### src/rtl/frame_config_writer.sv
// frame_config_writer: master side of the frame-based tile configuration bus.
// Records (address + data bit) arrive on a valid/ready stream, are screened
// for a legal block-select, buffered in a small FIFO and replayed to the tile
// as a SETUP / STROBE / HOLD write so address and data bracket every strobe.
module frame_config_writer #(
  parameter int ADDR_W     = 10,
  parameter int NUM_BLK    = 20,
  parameter int FIFO_DEPTH = 4,
  parameter int CNT_W      = 16
) (
  input  logic              clk,
  input  logic              reset_n,
  input  logic              cfg_valid,
  output logic              cfg_ready,
  input  logic [ADDR_W-1:0] cfg_addr,
  input  logic              cfg_data,
  output logic              enable,
  output logic [ADDR_W-1:0] address,
  output logic              data_in,
  output logic              busy,
  output logic              err_addr,
  input  logic              clr_err,
  output logic [CNT_W-1:0]  wr_count
);

  localparam int PTR_W = $clog2(FIFO_DEPTH);
  localparam int REC_W = ADDR_W + 1;

  localparam logic [PTR_W:0]   FIFO_ZERO = (PTR_W+1)'(0);
  localparam logic [PTR_W:0]   FIFO_ONE  = (PTR_W+1)'(1);
  localparam logic [PTR_W:0]   FIFO_FULL = (PTR_W+1)'(FIFO_DEPTH);
  localparam logic [PTR_W-1:0] PTR_ONE   = PTR_W'(1);
  localparam logic [CNT_W-1:0] CNT_ONE   = CNT_W'(1);
  localparam logic [5:0]       BLK_LIM   = 6'(NUM_BLK);

  typedef enum logic [1:0] {
    S_IDLE   = 2'd0,
    S_SETUP  = 2'd1,
    S_STROBE = 2'd2,
    S_HOLD   = 2'd3
  } state_t;

  // The block-select field sits in the top five address bits with the
  // lowest-numbered of them as the most significant select bit.
  function automatic logic [4:0] sel_field(input logic [ADDR_W-1:0] a);
    logic [4:0] s;
    s = 5'd0;
    for (int i = 0; i < 5; i++) begin
      s[4-i] = a[ADDR_W-5+i];
    end
    return s;
  endfunction

  state_t            r_state;
  state_t            w_state_nxt;

  logic [REC_W-1:0]  r_mem [FIFO_DEPTH];
  logic [PTR_W-1:0]  r_wptr;
  logic [PTR_W-1:0]  r_rptr;
  logic [PTR_W:0]    r_count;
  logic              r_ready;

  logic              r_enable;
  logic [ADDR_W-1:0] r_address;
  logic              r_data_in;
  logic              r_busy;
  logic              r_err_addr;
  logic [CNT_W-1:0]  r_wr_count;

  logic              w_accept;
  logic              w_legal;
  logic              w_push;
  logic              w_illegal;
  logic              w_fifo_ne;
  logic              w_pop;
  logic [PTR_W:0]    w_count_nxt;
  logic              w_ready_nxt;
  logic              w_enable_nxt;
  logic              w_busy_nxt;
  logic              w_wr_inc;
  logic              w_err_nxt;

  assign w_accept  = cfg_valid & r_ready;
  assign w_legal   = ({1'b0, sel_field(cfg_addr)} < BLK_LIM);
  assign w_push    = w_accept & w_legal;
  assign w_illegal = w_accept & ~w_legal;
  assign w_fifo_ne = (r_count != FIFO_ZERO);

  // FSM state register; reset aborts any write in flight.
  always_ff @(posedge clk or negedge reset_n) begin
    if (!reset_n) begin
      r_state <= S_IDLE;
    end else begin
      r_state <= w_state_nxt;
    end
  end

  // FSM next-state: one setup, one strobe and one hold cycle per record.
  always_comb begin
    w_state_nxt = S_IDLE;
    case (r_state)
      S_IDLE: begin
        if (w_fifo_ne) begin
          w_state_nxt = S_SETUP;
        end else begin
          w_state_nxt = S_IDLE;
        end
      end
      S_SETUP:  w_state_nxt = S_STROBE;
      S_STROBE: w_state_nxt = S_HOLD;
      S_HOLD: begin
        if (w_fifo_ne) begin
          w_state_nxt = S_SETUP;
        end else begin
          w_state_nxt = S_IDLE;
        end
      end
      default:  w_state_nxt = S_IDLE;
    endcase
  end

  // FSM outputs and FIFO bookkeeping, all computed as next values for registers.
  always_comb begin
    w_pop        = 1'b0;
    w_count_nxt  = r_count;
    w_ready_nxt  = 1'b0;
    w_enable_nxt = 1'b0;
    w_busy_nxt   = 1'b0;
    w_wr_inc     = 1'b0;
    w_err_nxt    = r_err_addr;

    if (((r_state == S_IDLE) || (r_state == S_HOLD)) && w_fifo_ne) begin
      w_pop = 1'b1;
    end else begin
      w_pop = 1'b0;
    end

    case ({w_push, w_pop})
      2'b10:   w_count_nxt = r_count + FIFO_ONE;
      2'b01:   w_count_nxt = r_count - FIFO_ONE;
      default: w_count_nxt = r_count;
    endcase

    // Ready looks only at occupancy, never at cfg_valid.
    w_ready_nxt  = (w_count_nxt != FIFO_FULL);
    w_enable_nxt = (w_state_nxt == S_STROBE);
    w_busy_nxt   = (w_count_nxt != FIFO_ZERO) || (w_state_nxt != S_IDLE);
    w_wr_inc     = (r_state == S_HOLD);

    // A new illegal record outranks a simultaneous clear.
    if (w_illegal) begin
      w_err_nxt = 1'b1;
    end else if (clr_err) begin
      w_err_nxt = 1'b0;
    end else begin
      w_err_nxt = r_err_addr;
    end
  end

  // FIFO pointers, occupancy and the registered ready flag.
  always_ff @(posedge clk or negedge reset_n) begin
    if (!reset_n) begin
      r_wptr  <= '0;
      r_rptr  <= '0;
      r_count <= FIFO_ZERO;
      r_ready <= 1'b0;
    end else begin
      if (w_push) begin
        r_wptr <= r_wptr + PTR_ONE;
      end
      if (w_pop) begin
        r_rptr <= r_rptr + PTR_ONE;
      end
      r_count <= w_count_nxt;
      r_ready <= w_ready_nxt;
    end
  end

  // FIFO storage; contents are don't-care while empty so no reset is needed.
  always_ff @(posedge clk) begin
    if (w_push) begin
      r_mem[r_wptr] <= {cfg_addr, cfg_data};
    end
  end

  // Tile-facing outputs; address/data only move when a record is popped.
  always_ff @(posedge clk or negedge reset_n) begin
    if (!reset_n) begin
      r_enable   <= 1'b0;
      r_address  <= '0;
      r_data_in  <= 1'b0;
      r_busy     <= 1'b0;
      r_err_addr <= 1'b0;
      r_wr_count <= '0;
    end else begin
      r_enable   <= w_enable_nxt;
      r_busy     <= w_busy_nxt;
      r_err_addr <= w_err_nxt;
      if (w_pop) begin
        {r_address, r_data_in} <= r_mem[r_rptr];
      end
      if (w_wr_inc) begin
        r_wr_count <= r_wr_count + CNT_ONE;
      end
    end
  end

  assign cfg_ready = r_ready;
  assign enable    = r_enable;
  assign address   = r_address;
  assign data_in   = r_data_in;
  assign busy      = r_busy;
  assign err_addr  = r_err_addr;
  assign wr_count  = r_wr_count;

endmodule

### config.mk
export PLATFORM = sky130hd
export DESIGN_NAME = frame_config_writer
export DESIGN_NICKNAME = d
export VERILOG_FILES = /design/src/rtl/frame_config_writer.sv
export SDC_FILE = /design/constraint.sdc
export NUM_CORES = 1
export LEC_CHECK = 0
export BUFFER_PORTS_ARGS = -buffer_cell sky130_fd_sc_hd__buf_2
export CAP_MARGIN = 10
export CORE_MARGIN = 2
export CORE_UTILIZATION = 50
export CTS_BUF_LIST = sky130_fd_sc_hd__clkbuf_8 sky130_fd_sc_hd__clkbuf_16
export DETAILED_ROUTE_END_ITERATION = 7
export GPL_TIMING_DRIVEN = 1
export PLACE_DENSITY = 0.81
export REMOVE_ABC_BUFFERS = 1
export SLEW_MARGIN = 20
export SYNTH_ARGS = -nofsm -noshare
export SYNTH_HDL_FRONTEND = slang
export SYNTH_SLANG_ARGS = --single-unit
export TNS_END_PERCENT = 50
### constraint.sdc
create_clock -name clk -period 4.75 [get_ports clk]
set_input_delay 0.95 -clock clk [delete_from_list [all_inputs] [get_ports clk]]
set_output_delay 0.95 -clock clk [all_outputs]
set_load 0.03 [all_outputs]
### After elaboration in Yosys (flattened, before gate mapping)

Memory sizes are Yosys's and may differ from the RTL's. A register that Yosys moved wholly into a read port is not among the register bits.
Index checks and enable logic that the tools add are counted.

* $add $sub $neg: 5
* $lt $le $gt $ge: 1
* eq/ne operators: 7
* multiplexer cells: 8
* bitwise operators: 4
* reduce and logical (&&, ||, !) cells: 10

Operators by type and width (number)
* adder 16 x 1 -> 16 bit (second input constant): 1
* == test 2 bit (second input constant): 4
* 2-to-1 mux 1 bit: 6
* one-hot mux 2 bit (3 select lines): 1
* one-hot mux 3 bit (2 select lines): 1
* nonzero test 3 bit: 2
* less-than comparator 5 bit (second input constant): 1
* adder 2 x 1 -> 2 bit (second input constant): 2
* == test 2 x 1 -> 1 bit (second input constant): 2
* nonzero test 2 bit: 2
* adder 3 x 1 -> 3 bit (second input constant): 1
* AND 1 bit: 3
* != test 3 bit (second input constant): 1
* subtractor 3 x 1 -> 3 bit (second input constant): 1
* zero test 2 bit: 1
* logical OR 1 bit: 2
* OR reduction 2 bit: 1
* logical AND 1 bit: 1
* zero test 1 bit: 1
* inverter 1 bit: 1

* register bits after elaboration: 29
* RAM bits: 44
* output and inout port bits: 31
* word-level logic and storage cells: 45
* memories: 1

Memory list
* r_mem: depth 4, bits a word 11, read ports 1, clocked after memory_dff 1, write ports 1, RTL line 57 `logic [REC_W-1:0] r_mem [FIFO_DEPTH];`

### Logic depth before layout (Yosys ltp)

Gate-level depths: netlist (run 1).

* depth in word-level cells: 8
* depth in mapped cells: 12
* mapped depth without buffers: 11

### Least setup slack after synthesis (run 1)

Ideal clock, no wire load.

* path type: input to register
* start point: in cfg_addr[6]
* end point: reg r_busy, in the netlist busy
* data arrival time: 2764 ps
* required time: 4611 ps
* setup slack: 1847 ps
* stages: 11
* path through: o21ai_0 > nor2b_1 > clkbuf_1 > inv_1 > ha_1 > inv_1 > fa_1 > nor2b_1 > nand2_1 > o21ai_0 > or4b_1

* cells in the longest elaborated chain, start to end: 6
* elaborated cells on any way between the ends: 7

Ends and longest elaborated chain
* start, declared: RTL line 15 `input logic [ADDR_W-1:0] cfg_addr,`
* less-than comparator 5 bit *: RTL line 84 `assign w_legal = ({1'b0, sel_field(cfg_addr)} < BLK_LIM);`
* AND 1 bit *: RTL line 85 `assign w_push = w_accept & w_legal;`
* == test 2 x 1 -> 1 bit / == test 2 bit (equally long branches): RTL line 138 `case ({w_push, w_pop})`
* one-hot mux 3 bit (2 select lines) *: RTL line 138
* nonzero test 3 bit *: RTL line 147 `w_busy_nxt = (w_count_nxt != FIFO_ZERO) || (w_state_nxt != S_IDLE);`
* logical OR 1 bit *: RTL line 147
* via w_busy_nxt: RTL line 79 `logic w_busy_nxt;`
* end signal, assigned: RTL line 197 `r_busy <= w_busy_nxt;`
* end, declared: RTL line 66 `logic r_busy;`

The timed path passes the listed nets; every way through them passes the cells marked *.
A chain may end at the register's enable or synchronous reset.

### Worst setup path in the final report (run 1)

* start point: reg r_state[0]
* end point: reg r_busy, in the netlist busy

* cells in the longest elaborated chain, start to end: 8
* elaborated cells on any way between the ends: 15

Ends and longest elaborated chain
* start, declared: RTL line 54 `state_t r_state;`
* start signal, assigned: RTL line 94 `r_state <= w_state_nxt;`
* == test 2 bit / zero test 2 bit (equally long branches): RTL line 101, 132
* logical OR 1 bit: RTL line 132 `if (((r_state == S_IDLE) || (r_state == S_HOLD)) && w_fifo_ne) begin`
* logical AND 1 bit: RTL line 132
* 2-to-1 mux 1 bit: RTL line 132
* == test 2 x 1 -> 1 bit / == test 2 bit (equally long branches): RTL line 138
* one-hot mux 3 bit (2 select lines): RTL line 138
* nonzero test 3 bit: RTL line 147
* logical OR 1 bit *: RTL line 147
* via w_busy_nxt: RTL line 79

Marks and branches as above.

==> flow_summary.yaml, run 1 <==
cts:
  post_cts_buffers: 0
  cts_hold_buf: 0
  cts-root-buf: "clkbuf_8"
  cts_tree: "yes"
  numClockSinks: 84
  cts_buffer_depth: 2
  htreeDepth: 3
  post_cts_resized: 0
  path_clk_slew_ns: 0.09
  cts_made_buffers: 9
  clk_latency_ns: 0.35
floorplanning:
  die-area_um2: 7340
  die_h_um: 85.7
  die_x_um: 85.7
  coreArea_um2: 6390
  fp-row-count: 29
  io_pins: 46
  initial_core_util: 0.522
detailed_routing:
  vias: 1832
  wl_per_cell_um: 15.4
  drt_wl_total_um: 5440
  drtAntennaViolNets: 0
  dr.pass1.iters: 4
  routed_via_density: 5.18
  drc: 0
  drtIter0Drc: 66
sta:
  relSlewSlack: 0.385
  fin_crit_sh: 0.615
  worstMarginPinSlew_ns: 0.923
  finClkSkew_ns: 0.00898
  setup_ws_ns: 1.83
  finalSetupViolCount: 0
  rsz0062_at_grt: "no"
  fmax_mhz: 342
  period_minus_slack_ns: 2.92
  final.setup.tns_ns: 0
  hold_viol_final: 0
  slew_viol_final: 0
logic_synthesis:
  synth_area_leaders: "edfxtp_1 40%, dfrtp_1 30%, mux4_2 7.4%, nand2_1 5.1%, ha_1 3.8%"
  synth_mux_area_frac: 0.0777
  ys_seq_area_frac: 0.696
  synth_top_area_frac: 0.396
  ys_ff_latch: 84
  synthCells: 221
  synth-async-reset-ratio: 0.476
  yosysUniqueCellTypes: 27
  synth_warnings: 0
  synth_compound_area_frac: 0.0143
  yosys.area_share.simple: 0.0934
  syn_avg_cell_area_um2: 15.1
  synth_top_area_cell: "edfxtp_1"
  syn_area_um2: 3330
  synth_top_family_by_area: "simple AND/OR/NAND/NOR gates"
  synth_fa_ha_area_frac: 0.0435
  synth_flop_cell: "edfxtp_1"
  synth_edf_count: 44
  synth_xor_area_frac: 0.0552
global_route:
  track_usage: 0.166
  grt_max_degree: 41
  grt_overflow: 0
  grt_pass1_wl_um: 9110
  antenna_found_initial: 0
  grt_pass1_vias: 1859
power_and_ir_drop:
  seqPwrFrac: 0.446
  vdd_ir_drop_max_mv: 0.346
  intPower_w: 0.00150
  clockPowerShare: 0.192
  p_sw_w: 0.000980
  powerDensity_nw_per_um2: 647
  p_sw_frac: 0.396
  combPwrFrac: 0.362
  p_leak_nw: 1.65
worst_setup_path:
  rr_startpoint: "r_state[0]"
  crit_chain: "inv_1, ha_1, o31ai_4, inv_2, ha_1, inv_1, fa_1, nor2b_1, nand2_1, o21ai_0, or4b_1"
  r2r_slack_ns: 1.83
  crit_fanout: 14
  reg2regPathDepth: 11
  r2r_end: "busy"
  cp_top_family: "adder cells"
  startpoint_type: "flop"
  crit_arrival_ns: 3.14
  cp-startpoint: "r_state[0]"
  crit_buf_inv: 3
  crit_type: "reg2reg"
  cpPeakStageDelay_ns: 0.46
  cp.depth: 11
  worstPathRequired_ns: 4.97
  endpoint: "busy"
  cp-end-kind: "flop"
  slowest_stage: "fa_1"
min_path:
  hp-class: "reg2reg"
place:
  place_area_um2: 3640
  place_inst: 338
  place_congestion: 0.796
  dpl.hpwl_um: 3600
  portBuffers: 45
  pre_cts_ws_ns: 1.50
finish:
  syn2layout_area_growth_pct: 14.8
  mostFrequentLayoutCells: "45 x nand2_1, 45 x buf_2, 44 x edfxtp_1, 40 x dfrtp_1, 14 x xnor2_1"
  design_area_um2: 3830
  drive_above_1_share: 0.271
  final_cell_count_no_fill: 354
  nets: 298
  final_core_util: 0.600
  antennaDiodeCount: 0
status:
  outcome: "complete, no violations"
run:
  maxCapViolCount: 0
## kinds of logic (layout without fill, tap and decap cells)
family                   count (synthesis)  after routing
flip-flops                              84             84
AND/OR/NAND/NOR                         70             70
XOR/XNOR                                21             21
buffers and inverters                   17             73
multiplexers                            12             12
adder cells (fa/ha/maj)                 11             11
AO/OA/AOI/OAI                            6              6
## routing by layer
metal  GRT usage  wire (um)  part of all wire  vias up
li1            -          -                 -      869
met1       0.211       2340              0.43      913
met4      0.0649         78             0.014        0
met3      0.0549        268             0.049        6
met5           0          0                 0        -
met2       0.266       2750              0.51       44
## synthesized netlist by cell type, drive strengths merged (4+ instances only)
master / n
and2: 4
dfrtp: 40
edfxtp: 44
ha: 10
inv: 12
mux4: 11
nand2: 45
nand3: 4
nand4: 4
nor2: 5
xnor2: 14
xor2: 7
## flip-flops by register name (all words and copies together), names as in the netlist
signal	flops
r_count	3
data_in	1
cfg_ready	1
address	10
err_addr	1
r_rptr	2
enable	1
r_wptr	2
r_mem	44
busy	1
r_state	2
wr_count	16
## stage by stage
step | hold slack, ns | power [W]
4_1_cts | 0.474 | 0.00252
3_5_place_dp | 0.458 | 0.00203
3_3_place_gp | 0.452 | 0.00200
5_1_grt | 0.510 | 0.00266
6_report | 0.466 | 0.00248
2_1_floorplan | 0.525 | 0.00177
## power by group through the flow
stage / combinational [W] / clock, W / sequential (W)
5_1_grt: 0.00101 / 0.000522 / 0.00113
6_report: 0.000898 / 0.000475 / 0.00110
2_1_floorplan: 0.000521 / 0 / 0.00125
4_1_cts: 0.000916 / 0.000492 / 0.00111
3_5_place_dp: 0.000911 / 0 / 0.00112
3_3_place_gp: 0.000882 / 0 / 0.00112
## worst min path at each step
stage / from / end / cells past startpoint
3_5_place_dp: wr_count[15] / wr_count[15] / 1
3_3_place_gp: address[8] / address[8] / 2
6_report: wr_count[15] / wr_count[15] / 1
4_1_cts: wr_count[15] / wr_count[15] / 1
5_1_grt: wr_count[15] / wr_count[15] / 1
2_1_floorplan: r_count[2] / r_count[2] / 1
## layout make-up
type	count	area (um2)
sequential	84	2320
clock buffer	9	124
clock inverter	7	68.8
tap	77	96.3
timing repair buffer	45	225
fill	503	2560
multi-input combinational	120	947
inverter	12	45.0
Power figures use the tool's default switching activity.
==> inputs of run 2 (changes only) <==
Settings changed: ABC_AREA set to 1.
Clock period 4.75 ns to 2.7 ns, I/O delays scaled along.
==> flow_summary.yaml, run 2 <==
place:
  portBuffers: 45
  place_area_um2: 3940
  place_congestion: 0.846
  pre_cts_ws_ns: 0.311
  dpl.hpwl_um: 4540
finish:
  top_register: "r_mem"
  mostFrequentLayoutCells: "92 x nor2_1, 45 x buf_2, 44 x edfxtp_1, 40 x dfrtp_1, 33 x inv_1"
  nets: 416
  antennaDiodeCount: 0
  layout_commonest_cell: "nor2_1"
  syn2layout_area_growth_pct: 15.4
  final_core_util: 0.600
  design_area_um2: 4100
  drive_above_1_share: 0.200
  largest_reg_flops: 44
run:
  maxCapViolCount: 0
global_route:
  grt_overflow: 0
  antenna_found_initial: 0
  grt_pass1_vias: 2366
  grt_pass1_wl_um: 10800
  track_usage: 0.187
  grt_max_degree: 41
floorplanning:
  die-area_um2: 7790
  die_h_um: 88.3
  fp-row-count: 30
  io_pins: 46
  die_x_um: 88.3
  initial_core_util: 0.520
  coreArea_um2: 6830
logic_synthesis:
  synth_common_cells: "92 x nor2_1, 44 x edfxtp_1, 40 x dfrtp_1"
  synth_top_area_cell: "edfxtp_1"
  syn_area_um2: 3550
  synth_fa_ha_area_frac: 0.0409
  synthCells: 331
  synth_warnings: 0
  yosysUniqueCellTypes: 27
  syn_avg_cell_area_um2: 10.7
  synth_compound_area_frac: 0.0553
  synth_mux_area_frac: 0
  synth_edf_count: 44
  synth_most_common_cell: "nor2_1"
  synth_top_area_frac: 0.372
  ys_seq_area_frac: 0.654
  ys_ff_latch: 84
  synth-async-reset-ratio: 0.476
  synth_area_leaders: "edfxtp_1 37%, dfrtp_1 28%, nor2_1 9.7%, ha_1 3.5%, o21ai_0 3.4%"
  synth_xor_area_frac: 0.0345
  yosys.area_share.simple: 0.167
  synth_flop_cell: "edfxtp_1"
  synth_top_family_by_area: "simple AND/OR/NAND/NOR gates"
cts:
  clk_latency_ns: 0.35
  cts_hold_buf: 0
  cts_made_buffers: 9
  post_cts_resized: 0
  htreeDepth: 3
  post_cts_buffers: 0
  numClockSinks: 84
  cts_tree: "yes"
  path_clk_slew_ns: 0.08
  cts-root-buf: "clkbuf_8"
  cts_buffer_depth: 2
worst_setup_path:
  crit_fanout: 4
  crit_type: "reg2reg"
  crit_arrival_ns: 2.44
  startpoint_type: "flop"
  worstPathRequired_ns: 2.93
  cp-end-kind: "flop"
sta:
  fmax_mhz: 452
  final.setup.tns_ns: 0
  worstMarginPinSlew_ns: 0.906
  finClkSkew_ns: 0.0112
  setup_ws_ns: 0.488
  fin_crit_sh: 0.819
  hold_viol_final: 0
  period_minus_slack_ns: 2.21
  finalSetupViolCount: 0
  slew_viol_final: 0
  relSlewSlack: 0.396
  rsz0062_at_grt: "no"
  hold_slack_ns: 0.308
power_and_ir_drop:
  seqPwrFrac: 0.420
  p_leak_nw: 1.81
  p_sw_frac: 0.420
  clockPowerShare: 0.166
  intPower_w: 0.00260
  powerDensity_nw_per_um2: 1090
  vdd_ir_drop_max_mv: 0.462
  combPwrFrac: 0.414
  p_sw_w: 0.00188
detailed_routing:
  drtIter0Drc: 157
  drtAntennaViolNets: 0
  wl_per_cell_um: 13.6
  drt_wl_total_um: 6660
  routed_via_density: 4.82
  dr.pass1.iters: 4
  drc: 0
  vias: 2369
min_path:
  hp-class: "in2async"
status:
  outcome: "complete, no violations"
-- run 2: cell count changes after synthesis, moves of 3 or more --
cell,before,now
xor2_1,7,10
o21ai_0,3,24
nand4_1,4,1
nor2_1,5,92
inv_1,11,32
and2_1,4,0
xnor2_1,14,4
a21oi_1,1,13
nand3_2,0,3
nand2_1,45,31
mux4_2,11,0
-- run 2: worst max-delay path, stage by stage, from the launching register on --
cell and delay [ns]:
dfrtp_1 0.41, inv_1 0.06, ha_1 0.34, nand2_2 0.08, inv_2 0.05, ha_1 0.13, inv_1 0.07, fa_1 0.39
nor2_1 0.11, nor2_1 0.04, nand2_1 0.07, xor2_1 0.25, nand2_1 0.08
-- run 2: final timing paths --
path	end	from	slack (ns)	cells past startpoint
worst max-delay path	cfg_ready	r_state[0]	0.49	12
worst min-delay path	wr_count[7]	reset_n	0.31	1
worst max register to register	cfg_ready	r_state[0]	0.49	12
worst min register to register	wr_count[12]	wr_count[12]	0.50	1
max in group asynchronous	address[6]	reset_n	1.82	1
min in group clk	err_addr	clr_err	0.38	2
-- run 2: kinds of logic after synthesis --
logic type,after synthesis
and+or+nand+nor,141
DFF,84
buffers and inverters,42
AOI/OAI and AO/OA,39
xor gates and xnor gates,14
adders and majority gates,11
-- run 2: power by group through the flow --
stage               clock (W)  combinational (W)  sequential, W
global route         0.000818            0.00209        0.00192
floorplan                   0            0.00101        0.00214
finish               0.000747            0.00186        0.00188
CTS                  0.000765            0.00187        0.00188
global placement            0            0.00176        0.00190
detailed placement          0            0.00185        0.00191
-- run 2: per-stage QoR --
step                      instances  total power [W]
after floorplan                 323          0.00315
after global placement          475          0.00366
after detailed placement        475          0.00376
after CTS                       491          0.00452
after global routing            491          0.00483
final                           491          0.00448
-- run 2: per-layer routing --
layer	wire (um)	vias up	global-route usage
li1	-	1189	-
met1	2870	1125	0.227
met2	3430	42	0.316
met3	231	13	0.0494
met4	128	0	0.0813
met5	0	-	0
-- run 2: area by class of cell --
type / instances / area (um2)
fill: 577 / 2740
inverter: 34 / 128
multi-input combinational: 205 / 1060
clock inverter: 7 / 36.3
sequential: 84 / 2320
timing repair buffer: 56 / 308
tap: 96 / 120
clock buffer: 9 / 124
==> inputs of run 3 (changes only) <==
Settings changed: PLACE_DENSITY 0.81 to 0.83.
Clock period 2.7 ns to 1.9 ns, I/O delays scaled along.
==> flow_summary.yaml, run 3 (same netlist as run 2, synthesis figures left out) <==
power_and_ir_drop:
  combPwrFrac: 0.440
  clockPowerShare: 0.173
  p_sw_frac: 0.421
  powerDensity_nw_per_um2: 1620
  p_leak_nw: 1.87
  vdd_ir_drop_max_mv: 0.850
  p_sw_w: 0.00289
  intPower_w: 0.00397
  seqPwrFrac: 0.387
global_route:
  grt_overflow: 0
  grt_pass1_wl_um: 11000
  track_usage: 0.189
  gr-usage-met2: 0.310
  grt_pass1_vias: 2376
  antenna_found_initial: 0
  grt_max_degree: 24
  top_usage_layer: "met2"
  grtUsageMet3: 0.0466
  use_met1: 0.245
worst_setup_path:
  startpoint_type: "flop"
  crit_type: "reg2reg"
  cp_top_family: "adder cells"
  reg2regPathDepth: 12
  rr_startpoint: "r_state[1]"
  crit_buf_inv: 3
  slowest_stage: "dfrtp_1"
  crit_fanout: 3
  cpPeakStageDelay_ns: 0.42
  worstPathRequired_ns: 2.19
  r2r_end: "busy"
  crit_chain: "ha_4, nand2_2, inv_2, ha_4, inv_2, fa_1, nor2_1, nor2_1, nand2_1, xor2_2, inv_1, nand2_1"
  crit_arrival_ns: 2.28
  cp-end-kind: "flop"
  r2r_slack_ns: -0.09
floorplanning:
  die_h_um: 88.3
  initial_core_util: 0.520
  die-area_um2: 7790
  fp-row-count: 30
  io_pins: 46
  coreArea_um2: 6830
  die_x_um: 88.3
place:
  place_inst: 481
  portBuffers: 45
  dpl.hpwl_um: 4650
  place_congestion: 0.874
sta:
  finalSetupViolCount: 2
  worstMarginPinSlew_ns: 0.468
  fin_crit_sh: 1.05
  hold_viol_final: 0
  slew_viol_final: 0
  final.setup.tns_ns: -0.161
  period_minus_slack_ns: 1.99
  relSlewSlack: 0.688
  rsz0062_at_grt: "yes"
  fmax_mhz: 504
  finClkSkew_ns: 0.0122
  setup_ws_ns: -0.0858
status:
  violations: "setup timing"
  outcome: "finished with violations"
finish:
  final_cell_count_no_fill: 501
  largest_reg_flops: 44
  multi_input_area_um2: 1100
  seqCellArea_um2: 2320
  syn2layout_area_growth_pct: 19.4
  layout_commonest_cell: "nor2_1"
  drive_above_1_share: 0.242
  antennaDiodeCount: 0
  top_register: "r_mem"
  nets: 426
  mostFrequentLayoutCells: "91 x nor2_1, 45 x buf_2, 44 x edfxtp_1, 40 x dfrtp_1, 31 x nand2_1"
  n_fill_cell: 545
min_path:
  hp-class: "in2reg"
  holdCritStartpoint: "clr_err"
  hold_path_end: "err_addr"
  holdPathStages: 2
detailed_routing:
  routed_via_density: 4.87
  vias: 2442
  drtAntennaViolNets: 0
  drc: 0
  wl_per_cell_um: 13.6
  drtIter0Drc: 176
  drt_wl_total_um: 6830
  dr.pass1.iters: 4
cts:
  htreeDepth: 3
  path_clk_slew_ns: 0.08
  cts_buffer_depth: 2
  clk_latency_ns: 0.35
  cts_tree: "yes"
  cts-root-buf: "clkbuf_8"
  cts_made_buffers: 9
  numClockSinks: 84
run:
  maxCapViolCount: 0
==> run 3: cell count changes in the layout (fill, tap and decap cells not counted), moves of 2 or more <==
cell,previous run,this run
inv_8,0,2
inv_2,2,4
ha_4,0,2
ha_1,10,8
inv_1,33,30
buf_4,11,20
clkinv_1,3,1
==> run 3: metal layers <==
| layer | wire [um] | up-vias |
|---|---|---|
| met5 | 0 | - |
| met4 | 105 | 0 |
| met3 | 311 | 10 |
| met2 | 3370 | 59 |
| met1 | 3040 | 1168 |
| li1 | - | 1205 |
==> run 3: power groups by stage <==
| stage | sequential (W) | clock, W | combinational [W] |
|---|---|---|---|
| global route | 0.00269 | 0.00129 | 0.00340 |
| CTS | 0.00264 | 0.00121 | 0.00294 |
| global placement | 0.00265 | 0 | 0.00264 |
| finish | 0.00265 | 0.00119 | 0.00302 |
| detailed placement | 0.00268 | 0 | 0.00277 |
| floorplan | 0.00305 | 0 | 0.00143 |
==> run 3: worst max-delay path by stage <==
stage | start | endpoint | depth (start not counted)
2_1_floorplan | r_state[0] | busy | 12
3_5_place_dp | cfg_addr[7] | busy | 11
4_1_cts | r_state[1] | busy | 11
5_1_grt | r_state[0] | cfg_ready | 12
6_report | r_state[1] | busy | 12
3_3_place_gp | cfg_addr[7] | busy | 11
==> run 3: timing repair <==
item,CTS,global route
resized for setup,6,3
endpoints found under the setup margin,3,3
pin swaps,9,5
hold endpoints to repair,16,0
hold buffers,1,0
buffers inserted,2,1
==> run 3: cell type report <==
type	count	area share
timing repair buffer	66	0.0910
multi-input combinational	205	0.259
clock buffer	9	0.0292
tap	96	0.0284
clock inverter	7	0.0142
inverter	34	0.0301
sequential	84	0.548
==> run 3: stage by stage <==
step	hold slack [ns]	setup slack, ns	cell area (um2)	power, W	util
final	0.210	-0.0858	4240	0.00685	0.620
after global routing	0.196	-0.199	4240	0.00738	0.620
after global placement	0.341	-0.136	3980	0.00530	0.583
after floorplan	0.0844	-0.355	3510	0.00448	-
after CTS	0.195	-0.124	4220	0.00679	0.618
after detailed placement	0.355	-0.254	3980	0.00545	0.583
